==> src/rtl/rv_mc_pkg.sv <==
// rv_mc_pkg -- shared types and constants for the RV32I multicycle controller.
//
// Contents: FSM state enum, ALUOp encodings, ALUControl / ResultSrc /
// ALUSrcA / ALUSrcB / ImmSrc constants, opcode constants and the
// combinational immediate-format decode.
//
// Optional feature macro: RV_MC_JALR_EN (adds the JALR_ADR state).
package rv_mc_pkg;

    typedef enum logic [3:0] {
        S_FETCH    = 4'd0,
        S_DECODE   = 4'd1,
        S_MEMADR   = 4'd2,
        S_MEMREAD  = 4'd3,
        S_MEMWB    = 4'd4,
        S_MEMWRITE = 4'd5,
        S_EXECUTER = 4'd6,
        S_EXECUTEI = 4'd7,
        S_ALUWB    = 4'd8,
        S_BEQ      = 4'd9,
        S_JAL      = 4'd10,
        S_TRAP     = 4'd11
`ifdef RV_MC_JALR_EN
        , S_JALR_ADR = 4'd12
`endif
    } state_t;

    typedef enum logic [1:0] {
        ALUOP_ADD   = 2'b00,
        ALUOP_SUB   = 2'b01,
        ALUOP_FUNCT = 2'b10
    } aluop_t;

    localparam logic [2:0] ALUC_ADD = 3'b000;
    localparam logic [2:0] ALUC_SUB = 3'b001;
    localparam logic [2:0] ALUC_AND = 3'b010;
    localparam logic [2:0] ALUC_OR  = 3'b011;
    localparam logic [2:0] ALUC_SLT = 3'b101;

    localparam logic [1:0] RES_ALUOUT    = 2'b00;
    localparam logic [1:0] RES_DATA      = 2'b01;
    localparam logic [1:0] RES_ALURESULT = 2'b10;

    localparam logic [1:0] SRCA_PC    = 2'b00;
    localparam logic [1:0] SRCA_OLDPC = 2'b01;
    localparam logic [1:0] SRCA_RS1   = 2'b10;

    localparam logic [1:0] SRCB_RS2  = 2'b00;
    localparam logic [1:0] SRCB_IMM  = 2'b01;
    localparam logic [1:0] SRCB_FOUR = 2'b10;

    localparam logic [1:0] IMM_I = 2'b00;
    localparam logic [1:0] IMM_S = 2'b01;
    localparam logic [1:0] IMM_B = 2'b10;
    localparam logic [1:0] IMM_J = 2'b11;

    localparam logic [6:0] OP_LW   = 7'b0000011;
    localparam logic [6:0] OP_SW   = 7'b0100011;
    localparam logic [6:0] OP_R    = 7'b0110011;
    localparam logic [6:0] OP_I    = 7'b0010011;
    localparam logic [6:0] OP_BEQ  = 7'b1100011;
    localparam logic [6:0] OP_JAL  = 7'b1101111;
    localparam logic [6:0] OP_JALR = 7'b1100111;

    // Immediate format from the opcode alone; unknown opcodes fall back to I.
    function automatic logic [1:0] imm_src_of(input logic [6:0] op);
        case (op)
            OP_SW:   return IMM_S;
            OP_BEQ:  return IMM_B;
            OP_JAL:  return IMM_J;
            default: return IMM_I;
        endcase
    endfunction

endpackage

==> src/rtl/rv_mc_alu_dec.sv <==
// rv_mc_alu_dec -- combinational ALUControl decode.
//
// Ports:
//   alu_op      in  : ALUOp class (add / sub / funct) from the controller FSM
//   funct3      in  : instruction [14:12]
//   op5         in  : instruction [5] (distinguishes R-type from I-type)
//   funct7b5    in  : instruction [30]
//   alu_control out : ALUControl, zero-extended to ALUC_W bits
module rv_mc_alu_dec
    import rv_mc_pkg::*;
#(
    parameter int ALUC_W = 3
) (
    input  aluop_t            alu_op,
    input  logic [2:0]        funct3,
    input  logic              op5,
    input  logic              funct7b5,
    output logic [ALUC_W-1:0] alu_control
);

    logic [2:0] ctrl;

    always_comb begin
        ctrl = ALUC_ADD;
        case (alu_op)
            ALUOP_ADD: ctrl = ALUC_ADD;
            ALUOP_SUB: ctrl = ALUC_SUB;
            ALUOP_FUNCT: begin
                case (funct3)
                    // funct7b5 means sub only for register-register ops;
                    // for addi it is just an immediate bit.
                    3'b000:  ctrl = (op5 && funct7b5) ? ALUC_SUB : ALUC_ADD;
                    3'b010:  ctrl = ALUC_SLT;
                    3'b110:  ctrl = ALUC_OR;
                    3'b111:  ctrl = ALUC_AND;
                    default: ctrl = ALUC_ADD;
                endcase
            end
            default: ctrl = ALUC_ADD;
        endcase
    end

    assign alu_control = ALUC_W'(ctrl);

endmodule

==> src/rtl/rv_multicycle_ctrl.sv <==
// rv_multicycle_ctrl -- Moore FSM sequencing one RV32I instruction over the
// shared-ALU, unified-memory multicycle datapath.
//
// Parameters: MEM_WAIT (0..15 extra memory cycles in FETCH/MEMREAD),
//             ALUC_W (ALUControl width, upper bits driven 0).
// Optional feature macro: RV_MC_JALR_EN (opcode 1100111 runs
//             DECODE -> JALR_ADR -> JAL -> ALUWB instead of trapping).
//
// Ports:
//   clk, reset (sync, active-high)           in
//   op[6:0], funct3[2:0], funct7b5, Zero     in  : IR fields and ALU flag
//   PCWrite, AdrSrc, MemWrite, IRWrite       out : datapath enables/selects
//   ResultSrc, ALUSrcA, ALUSrcB, ImmSrc [1:0] out : datapath mux selects
//   ALUControl[ALUC_W-1:0]                   out : ALU operation
//   RegWrite, Illegal                        out : register write, in TRAP
//   dbg_state                                out : current FSM state
module rv_multicycle_ctrl
    import rv_mc_pkg::*;
#(
    parameter int MEM_WAIT = 0,
    parameter int ALUC_W   = 3
) (
    input  logic              clk,
    input  logic              reset,
    input  logic [6:0]        op,
    input  logic [2:0]        funct3,
    input  logic              funct7b5,
    input  logic              Zero,
    output logic              PCWrite,
    output logic              AdrSrc,
    output logic              MemWrite,
    output logic              IRWrite,
    output logic [1:0]        ResultSrc,
    output logic [1:0]        ALUSrcA,
    output logic [1:0]        ALUSrcB,
    output logic [1:0]        ImmSrc,
    output logic [ALUC_W-1:0] ALUControl,
    output logic              RegWrite,
    output logic              Illegal,
    output state_t            dbg_state
);

    localparam int WAIT_W = (MEM_WAIT > 0) ? $clog2(MEM_WAIT + 1) : 1;

    state_t state, state_next, out_state;
    aluop_t alu_op;
    logic   wait_done, pc_update, branch;

    // Memory wait counter: cleared whenever the state changes, saturates at
    // MEM_WAIT. Only FETCH and MEMREAD look at it.
    generate
        if (MEM_WAIT > 0) begin : g_wait
            logic [WAIT_W-1:0] wait_cnt;
            always_ff @(posedge clk) begin
                if (reset || (state_next != state)) begin
                    wait_cnt <= '0;
                end else if (!wait_done) begin
                    wait_cnt <= wait_cnt + WAIT_W'(1);
                end
            end
            assign wait_done = (wait_cnt == WAIT_W'(MEM_WAIT));
        end else begin : g_nowait
            assign wait_done = 1'b1;
        end
    endgenerate

    always_ff @(posedge clk) begin
        if (reset) begin
            state <= S_FETCH;
        end else begin
            state <= state_next;
        end
    end

    always_comb begin
        state_next = state;
        case (state)
            S_FETCH:   state_next = wait_done ? S_DECODE : S_FETCH;
            S_DECODE: begin
                case (op)
                    OP_LW, OP_SW: state_next = S_MEMADR;
                    OP_R:         state_next = S_EXECUTER;
                    OP_I:         state_next = S_EXECUTEI;
                    OP_BEQ:       state_next = S_BEQ;
                    OP_JAL:       state_next = S_JAL;
`ifdef RV_MC_JALR_EN
                    OP_JALR:      state_next = S_JALR_ADR;
`endif
                    default:      state_next = S_TRAP;
                endcase
            end
            S_MEMADR:   state_next = (op == OP_SW) ? S_MEMWRITE : S_MEMREAD;
            S_MEMREAD:  state_next = wait_done ? S_MEMWB : S_MEMREAD;
            S_EXECUTER: state_next = S_ALUWB;
            S_EXECUTEI: state_next = S_ALUWB;
            S_JAL:      state_next = S_ALUWB;
`ifdef RV_MC_JALR_EN
            S_JALR_ADR: state_next = S_JAL;
`endif
            S_MEMWB, S_MEMWRITE, S_ALUWB, S_BEQ: state_next = S_FETCH;
            S_TRAP:     state_next = S_TRAP;
            default:    state_next = S_FETCH;
        endcase
    end

    // While reset is high the outputs show FETCH; the FETCH write strobes
    // are additionally gated by reset so nothing is written.
    assign out_state = reset ? S_FETCH : state;

    always_comb begin
        AdrSrc    = 1'b0;
        MemWrite  = 1'b0;
        IRWrite   = 1'b0;
        ResultSrc = RES_ALUOUT;
        ALUSrcA   = SRCA_PC;
        ALUSrcB   = SRCB_RS2;
        alu_op    = ALUOP_ADD;
        RegWrite  = 1'b0;
        Illegal   = 1'b0;
        pc_update = 1'b0;
        branch    = 1'b0;
        case (out_state)
            S_FETCH: begin
                ALUSrcB   = SRCB_FOUR;
                ResultSrc = RES_ALURESULT;
                IRWrite   = wait_done && !reset;
                pc_update = wait_done && !reset;
            end
            S_DECODE: begin
                ALUSrcA = SRCA_OLDPC;
                ALUSrcB = SRCB_IMM;
            end
            S_MEMADR: begin
                ALUSrcA = SRCA_RS1;
                ALUSrcB = SRCB_IMM;
            end
            S_MEMREAD: AdrSrc = 1'b1;
            S_MEMWB: begin
                ResultSrc = RES_DATA;
                RegWrite  = 1'b1;
            end
            S_MEMWRITE: begin
                AdrSrc   = 1'b1;
                MemWrite = 1'b1;
            end
            S_EXECUTER: begin
                ALUSrcA = SRCA_RS1;
                alu_op  = ALUOP_FUNCT;
            end
            S_EXECUTEI: begin
                ALUSrcA = SRCA_RS1;
                ALUSrcB = SRCB_IMM;
                alu_op  = ALUOP_FUNCT;
            end
            S_ALUWB: RegWrite = 1'b1;
            S_BEQ: begin
                ALUSrcA = SRCA_RS1;
                alu_op  = ALUOP_SUB;
                branch  = 1'b1;
            end
            S_JAL: begin
                ALUSrcA   = SRCA_OLDPC;
                ALUSrcB   = SRCB_FOUR;
                pc_update = 1'b1;
            end
`ifdef RV_MC_JALR_EN
            S_JALR_ADR: begin
                ALUSrcA = SRCA_RS1;
                ALUSrcB = SRCB_IMM;
            end
`endif
            S_TRAP: Illegal = 1'b1;
            default: ;
        endcase
    end

    assign PCWrite   = pc_update | (branch & Zero);
    assign ImmSrc    = imm_src_of(op);
    assign dbg_state = state;

    rv_mc_alu_dec #(.ALUC_W(ALUC_W)) u_alu_dec (
        .alu_op      (alu_op),
        .funct3      (funct3),
        .op5         (op[5]),
        .funct7b5    (funct7b5),
        .alu_control (ALUControl)
    );

endmodule

==> config.mk <==
export PLATFORM = sky130hd
export DESIGN_NAME = rv_multicycle_ctrl
export DESIGN_NICKNAME = d
export VERILOG_FILES = /design/src/rtl/rv_mc_pkg.sv /design/src/rtl/rv_mc_alu_dec.sv /design/src/rtl/rv_multicycle_ctrl.sv
export SDC_FILE = /design/constraint.sdc
export NUM_CORES = 1
export LEC_CHECK = 0
export ABC_AREA = 1
export CAP_MARGIN = 10
export CORE_MARGIN = 2
export CORE_UTILIZATION = 36
export CTS_CLUSTER_SIZE = 16
export DETAILED_ROUTE_END_ITERATION = 10
export PLACE_DENSITY = 0.79
export SLEW_MARGIN = 25
export SYNTH_ARGS = -nofsm -noshare
export SYNTH_HDL_FRONTEND = slang
export SYNTH_SLANG_ARGS = --single-unit
==> constraint.sdc <==
create_clock -name clk -period 2 [get_ports clk]
set_clock_uncertainty 0.05 [all_clocks]
set_input_delay 0.2 -clock clk [delete_from_list [all_inputs] [get_ports clk]]
set_output_delay 0.2 -clock clk [all_outputs]
set_load 0.02 [all_outputs]
==> impl_results.md, run 1 <==
* Status: finished clean
* CTS Root Cell: clkbuf_4
* Post-DP HPWL at between 1.5 and 2 mm
* Period utilisation layout at 97.8%
* Post-route ant nets at 0
* Initial Util at between 30% and 40%
* Number of flops mapped to enable cells by yosys at 0
* Setup crit end kind: output pin
* Chip width at around 44 um
* WL final at roughly 2.0 mm
* Die height at between 40 and 50 um
* Reg2reg path depth at 8
* Sw Pwr at about 550 uW
* Rel. slew slack at between 80% and 90%
* Count of input and output buffers at 34
* CTS tree: done
* Vias per cell at roughly 5.0
* Core Rows at 14
* Sequential Area at ~83 sq um
* Cell-internal power at around 540 uW
* Die area at approximately 1900 sq um
* Layout net count at roughly 170
* Seq cells post-synth at 4
* Post-synthesis sequential area ratio at 14.2%
* Routed len/inst at 11.7 um
* Global-route total usage across every layer at a little over a fifth
* Clock sinks at 4
* Initial drt markers at 17
* Yosys cell types at 26
* Fmax at around 500 MHz
* Fin crit period at ~2000 ps
* Tot Pwr at 1.09 mW
* First-pass GRT wire length at roughly 3.2 mm
* Initial antenna violation count at 0
* H-tree depth at 1
* Multi-input logic area at roughly 460 sq um
* Cts bufs inserted at 3
* Setup bufs post-CTS at 0
* Synth Instances at 102
* # IOs at 35
* Clk Latency, worst-skew pair at approximately 230 ps
* GR Layer Usage met2 at 40.6%
* Max clock buf depth at 2
* Endpoints failing setup at 0
* Syn Area/Cell at ~5.5 sq um
* Hold Startpoint: reset
* Synth Net Count at about 120
* Hold path endpoint: dbg_state[0]
* Hold Crit Depth at 3
* Number of diodes at 0
* Slew Viols, Final at 0
* Clock transition at path regs at about 30 ps
* RSZ-0062 raised after global routing: true
* Crit start category: register
* Sequential power share at a little over an eighth
* Post-route DRC at 0
* Grt peak-use layer: met2
* First-pass detailed-route iteration total at 4
* Synth async-reset ratio at 0%
* Largest net degree at the start of global routing at 8
* Layout cells sized above 1 at between 20% and 30%
* Pre-CTS WS at -587 ps
* Leak Pwr at approximately 0.66 nW
* Worst EP required at 1750 ps
* Crit Path Max Fanout at 2
* Combinational Power Share at between 70 and 80%
* Worst setup margin at between 40 and 50 ps
* Clock Power Share at under 10%
* Gpl congestion at between 0.9 and 1
* Met3 GRT Util at under 10%
* Area grow syn2layout at 99.6%
* Power Density at 969 nW/um^2
* Max cap viols at 0
* Hold Crit Class: primary input to register
* Worst reg2reg path startpoint: dbg_state[3]
* Synth Flop Type: dfxtp_1
* RR Endpoint: dbg_state[2]
* Yosys synthesis warning count at 0
* Fillers at between 100 and 150
* Peak supply drop at roughly 0.97 mV
* Placeable Area at ~1500 sq um
* GR met1 Demand/Resource at around 25%
* R2R setup slack at 680 ps
* Mapped Area at 563 sq um
* Final hold violations at 0
* Vias at between 800 and 900
* Largest register FFs at 4
* Switching Fraction at about half
* Slew of the pin with the lowest slew margin at 241 ps
* CP arrival at 1710 ps
* Number of global-route vias before repair at around 820
* GRT overflow at 0
* Kind of critical path: register to output pin
==> how the worst max path moves through the flow <==
stage / cells past startpoint / to / slack (ps) / startpoint
floorplan: 8 / ALUControl[0] / -3 / dbg_state[2]
global placement: 9 / ALUControl[0] / -530 / reset
detailed placement: 9 / ALUControl[0] / -590 / reset
CTS: 9 / ALUControl[0] / -30 / dbg_state[2]
global route: 9 / ALUControl[0] / -50 / dbg_state[2]
finish: 9 / ALUControl[0] / 40 / dbg_state[2]
==> placed cells by master (no fill, tap or decap), types with 2 or more instances in the layout <==
master	count
nor3_4	2
nand3_1	10
dlymetal6s2s_1	6
a21oi_1	3
dlygate4sd2_1	7
clkdlybuf4s15_1	2
buf_6	2
nand2_1	24
inv_2	4
nand4_1	2
buf_4	16
dfxtp_2	2
ha_4	2
nor2_1	13
nor2_2	3
clkbuf_4	3
inv_1	18
clkdlybuf4s50_1	16
dfxtp_1	2
nand2_2	3
==> what timing repair did <==
| action | CTS | global route |
|---|---|---|
| endpoints found under the setup margin | 12 | 11 |
| gates resized for setup | 27 | 21 |
| pin swaps | 0 | 2 |
| hold buffers | 0 | 0 |
==> cells by family after synthesis <==
group	after synthesis	share of synthesized area, %
simple gates	63	53.3
buf+inv	23	16.7
compound gates	10	11.3
flops	4	14.2
fa+ha+maj	2	4.44
==> layer usage <==
metal / vias to the layer above / part of all wire [%]
met4: 0 / 0.86
met3: 2 / 3.8
met2: 25 / 54
met1: 385 / 41
li1: 425 / -
met5: - / 0
==> worst max-delay path: stages (launching register included) <==
cell and delay, ps:
dfxtp_2 320, inv_2 50, nor3_4 180, inv_2 70, nor2_4 100, ha_4 130, nand2_1 60, or2_4 250
a31oi_4 160, buf_6 130
==> synthesized netlist by cell type, drive strengths merged, types with 2 or more instances <==
| cell | count | area, sq um |
|---|---|---|
| nand4 | 2 | 12.5 |
| a21oi | 4 | 23.8 |
| nor3 | 2 | 15.0 |
| inv | 22 | 82.6 |
| ha | 2 | 25.0 |
| nor2 | 17 | 76.3 |
| o21ai | 2 | 13.8 |
| nand2 | 27 | 109 |
| nand3 | 11 | 60.1 |
| dfxtp | 4 | 80.1 |
| a31oi | 2 | 12.5 |
==> power groups by stage <==
stage	Combinational [mW]	Sequential (mW)	Clock (mW)
detailed placement	0.867	0.136	0
floorplan	0.399	0.196	0
CTS	0.829	0.137	0.0997
finish	0.847	0.146	0.0960
global placement	0.854	0.134	0
global route	0.920	0.150	0.104
==> metrics by stage <==
step	area, sq um	instances	setup TNS (ps)	hold WS (ps)	utilization [%]
after floorplan	574	102	-2.63	332	-
after global placement	1040	166	-2040	642	69.6
after detailed placement	1040	166	-2300	634	69.6
after CTS	1050	169	-28.6	399	70.8
after global routing	1120	169	-65.8	468	75.5
final	1120	169	0	457	75.5
==> layout make-up <==
class | count | share of cell area, %
repair buffers | 49 | 40.9
flip-flops and latches | 4 | 7.35
well taps | 16 | 1.78
clock buffers | 3 | 2.00
multi-input cells | 75 | 40.6
inverters | 22 | 7.35
Power figures use the tool's default switching activity.
==> inputs of run 2 (changes only) <==
--- a/config.mk
+++ b/config.mk
@@ -8,11 +8,12 @@
 export ABC_AREA = 1
 export CAP_MARGIN = 10
 export CORE_MARGIN = 2
-export CORE_UTILIZATION = 36
+export CORE_UTILIZATION = 41
 export CTS_CLUSTER_SIZE = 16
 export DETAILED_ROUTE_END_ITERATION = 10
-export PLACE_DENSITY = 0.79
+export PLACE_DENSITY = 0.85
 export SLEW_MARGIN = 25
 export SYNTH_ARGS = -nofsm -noshare
 export SYNTH_HDL_FRONTEND = slang
+export SYNTH_HIERARCHICAL = 1
 export SYNTH_SLANG_ARGS = --single-unit
==> constraint.sdc (replaced) <==
create_clock -name clk -period 2.3 [get_ports clk]
set_clock_uncertainty 0.05 [all_clocks]
set_input_delay 0.23 -clock clk [delete_from_list [all_inputs] [get_ports clk]]
set_output_delay 0.23 -clock clk [all_outputs]
set_load 0.02 [all_outputs]
==> run 2 against run 1 <==
  * Via count decreased by 1.9%
  * Combinational power decreased by 47%
  * Sequential power down 28%
  * Cell area down 8.0%
  * Flip-flop and latch count unchanged
  * Non-clock buffer count fell by 8
  * Critical path type is now primary input to output pin
  * Largest power group unchanged
==> impl_results.md, run 2 <==
* Status: finished clean
* Largest register FFs at 4
* Vias per cell at about 4.9
* Cell-internal power at approximately 340 uW
* Vias at slightly above 800
* CP peak stage delay at roughly 610 ps
* Synth top area cells: nand2_1 14%, dfxtp_1 13%, nor2_1 8.9%
* First-pass detailed-route iteration total at 4
* Final hold violations at 0
* Switching Fraction at 46.6%
* Area grow syn2layout at 62.6%
* Peak supply drop at roughly 0.60 mV
* Clk Latency, worst-skew pair at roughly 240 ps
* Clock transition at path regs at about 30 ps
* Initial drt markers at 20
* Top-count cell post-synth: nand2_1
* Period utilisation layout at between 90 and 100%
* Setup bufs post-CTS at 0
* Max cap viols at 0
* H-tree depth at 1
* Fmax at ~460 MHz
* Chip width at 43.4 um
* Synth Instances at 110
* RR Endpoint: dbg_state[1]
* CTS tree: done
* Initial Util at between 40% and 50%
* CP cell instances: clkdlybuf4s50_1 -> buf_4 -> nor2_1 -> inv_2 -> a21oi_1 -> clkdlybuf4s50_1
* Synth async-reset ratio at 0%
* Fin crit period at about 2200 ps
* Cts bufs inserted at 3
* Synth Net Count at 126
* Top-area cell type share of the netlist area at 14.2%
* Reg2reg path depth at 7
* Sequential power share at 16.3%
* Crit start category: primary input
* First-pass GRT wire length at between 2 and 3 mm
* Leak Pwr at ~0.51 nW
* CP arrival at 1910 ps
* Max clock buf depth at 2
* Yosys synthesis warning count at 6
* Initial antenna violation count at 0
* Fillers at between 100 and 150
* Rel. slew slack at between 80% and 90%
* Syn Area/Cell at 5.78 sq um
* # IOs at 35
* # hold bufs at CTS at 0
* Global-route total usage across every layer at 19.0%
* Pre-CTS WS at -293 ps
* Yosys cell types at 23
* Multi-input logic area at 440 sq um
* Count of input and output buffers at 34
* CTS Root Cell: clkbuf_4
* Slew of the pin with the lowest slew margin at ~250 ps
* Combinational Power Share at a little over two thirds
* Layout net count at 170
* Seq cells post-synth at 4
* Number of flops mapped to enable cells by yosys at 0
* CP startpoint: reset
* Die height at around 43 um
* GRT overflow at 0
* Synth Flop Type: dfxtp_1
* Worst setup margin at 111 ps
* RSZ-0062 raised after global routing: false
* Cell mode on critical path: clkdlybuf4s50_1
* Slowest cell on the critical path: clkdlybuf4s50_1
* Most frequent cells in the layout: 31 x clkdlybuf4s50_1, 24 x nand2_1, 15 x nor2_1, 14 x inv_1, 10 x nand3_1
* Clock Power Share at 13.3%
* Number of diodes at 0
* Commonest non-fill, non-tap cell in the layout: clkdlybuf4s50_1
* Crit path to: RegWrite
* Post-route DRC at 0
* Worst EP required at 2020 ps
* Crit Path Max Fanout at 6
* Clock sinks at 4
* Kind of critical path: primary input to output pin
* Endpoints failing setup at 0
* Post-route ant nets at 0
* Mapped Area at roughly 640 sq um
* Gpl congestion at 0.880
* Slew Viols, Final at 0
* Power Density at 623 nW/um^2
* Setup crit end kind: output pin
* Number of global-route vias before repair at ~740
* R2R setup slack at roughly 1100 ps
* Layout cells sized above 1 at 25.7%
* Placeable Area at roughly 1500 sq um
* Post-synthesis sequential area ratio at 12.6%
* Worst reg2reg path startpoint: dbg_state[1]
* Fin util at roughly 70%
* Largest net degree at the start of global routing at 8
* Commonest cells post-synth: 24 x nand2_1, 15 x nor2_1, 14 x inv_1, 10 x nand3_1, 8 x inv_2
* Routed len/inst at 10.3 um
* Hold Crit Class: register to register
* Sw Pwr at 300 uW
* Post-DP HPWL at 1.48 mm
* Largest area contributor in the netlist: nand2_1
* WL final at 1.73 mm
* Sequential Area at 80.1 sq um
* Core Rows at 14
* Die area at about 1900 sq um
[run 2: logic make-up after synthesis]
group | count (synthesis) | synth area share (%)
AOI/OAI and AO/OA | 6 | 5.32
adders and majority gates | 2 | 3.94
buffers and inverters | 26 | 18.1
DFF | 4 | 12.6
and+or+nand+nor | 72 | 60.0
[run 2: worst min-delay path by stage]
stage	startpoint	end	depth (start not counted)
2_1_floorplan	reset	dbg_state[0]	2
3_3_place_gp	dbg_state[3]	dbg_state[2]	5
3_5_place_dp	dbg_state[1]	dbg_state[2]	4
4_1_cts	dbg_state[3]	dbg_state[2]	5
5_1_grt	dbg_state[3]	dbg_state[2]	5
6_report	dbg_state[3]	dbg_state[2]	5
[run 2: power groups by stage]
stage / clock (mW) / combinational [mW] / sequential [mW]
final: 0.0856 / 0.453 / 0.105
after global placement: 0 / 0.445 / 0.105
after floorplan: 0 / 0.255 / 0.125
after global routing: 0.0910 / 0.488 / 0.107
after CTS: 0.0903 / 0.455 / 0.104
after detailed placement: 0 / 0.454 / 0.105
[run 2: layer usage]
metal / routed length, um / global-route usage (%) / vias to the layer above
met2: 862 / 36.7 / 29
li1: - / - / 426
met5: 0 / 0 / -
met3: 102 / 0.417 / 4
met4: 35 / 6.06 / 0
met1: 725 / 22.5 / 362
[run 2: stage by stage]
stage          cell area [sq um]  cells  hold slack [ps]  total power, mW  setup TNS, ps
3_5_place_dp                1030    165              677            0.559           -841
2_1_floorplan                636    110              384            0.380              0
4_1_cts                     1050    168              688            0.650              0
3_3_place_gp                1030    165              680            0.550           -680
6_report                    1030    168              678            0.644              0
5_1_grt                     1030    168              727            0.686              0
[run 2: final cells by class]
cell class / instances / area share (%)
clock buffer: 3 / 2.18
inverter: 24 / 8.96
multi-input combinational: 80 / 42.6
sequential: 4 / 7.75
tap: 16 / 1.94
timing repair buffer: 41 / 36.6
[run 2: worst max-delay path: cells and delay by family]
| family | cells | cell delay (ps) |
|---|---|---|
| AO/OA/AOI/OAI | 1 | 140 |
| AND/OR/NAND/NOR | 1 | 120 |
| buffers and inverters | 4 | 1410 |
[run 2: repair_timing]
action | CTS | global route
gates resized for setup | 6 | 3
endpoints found under the setup margin | 3 | 3
hold endpoints to repair | 0 | 0
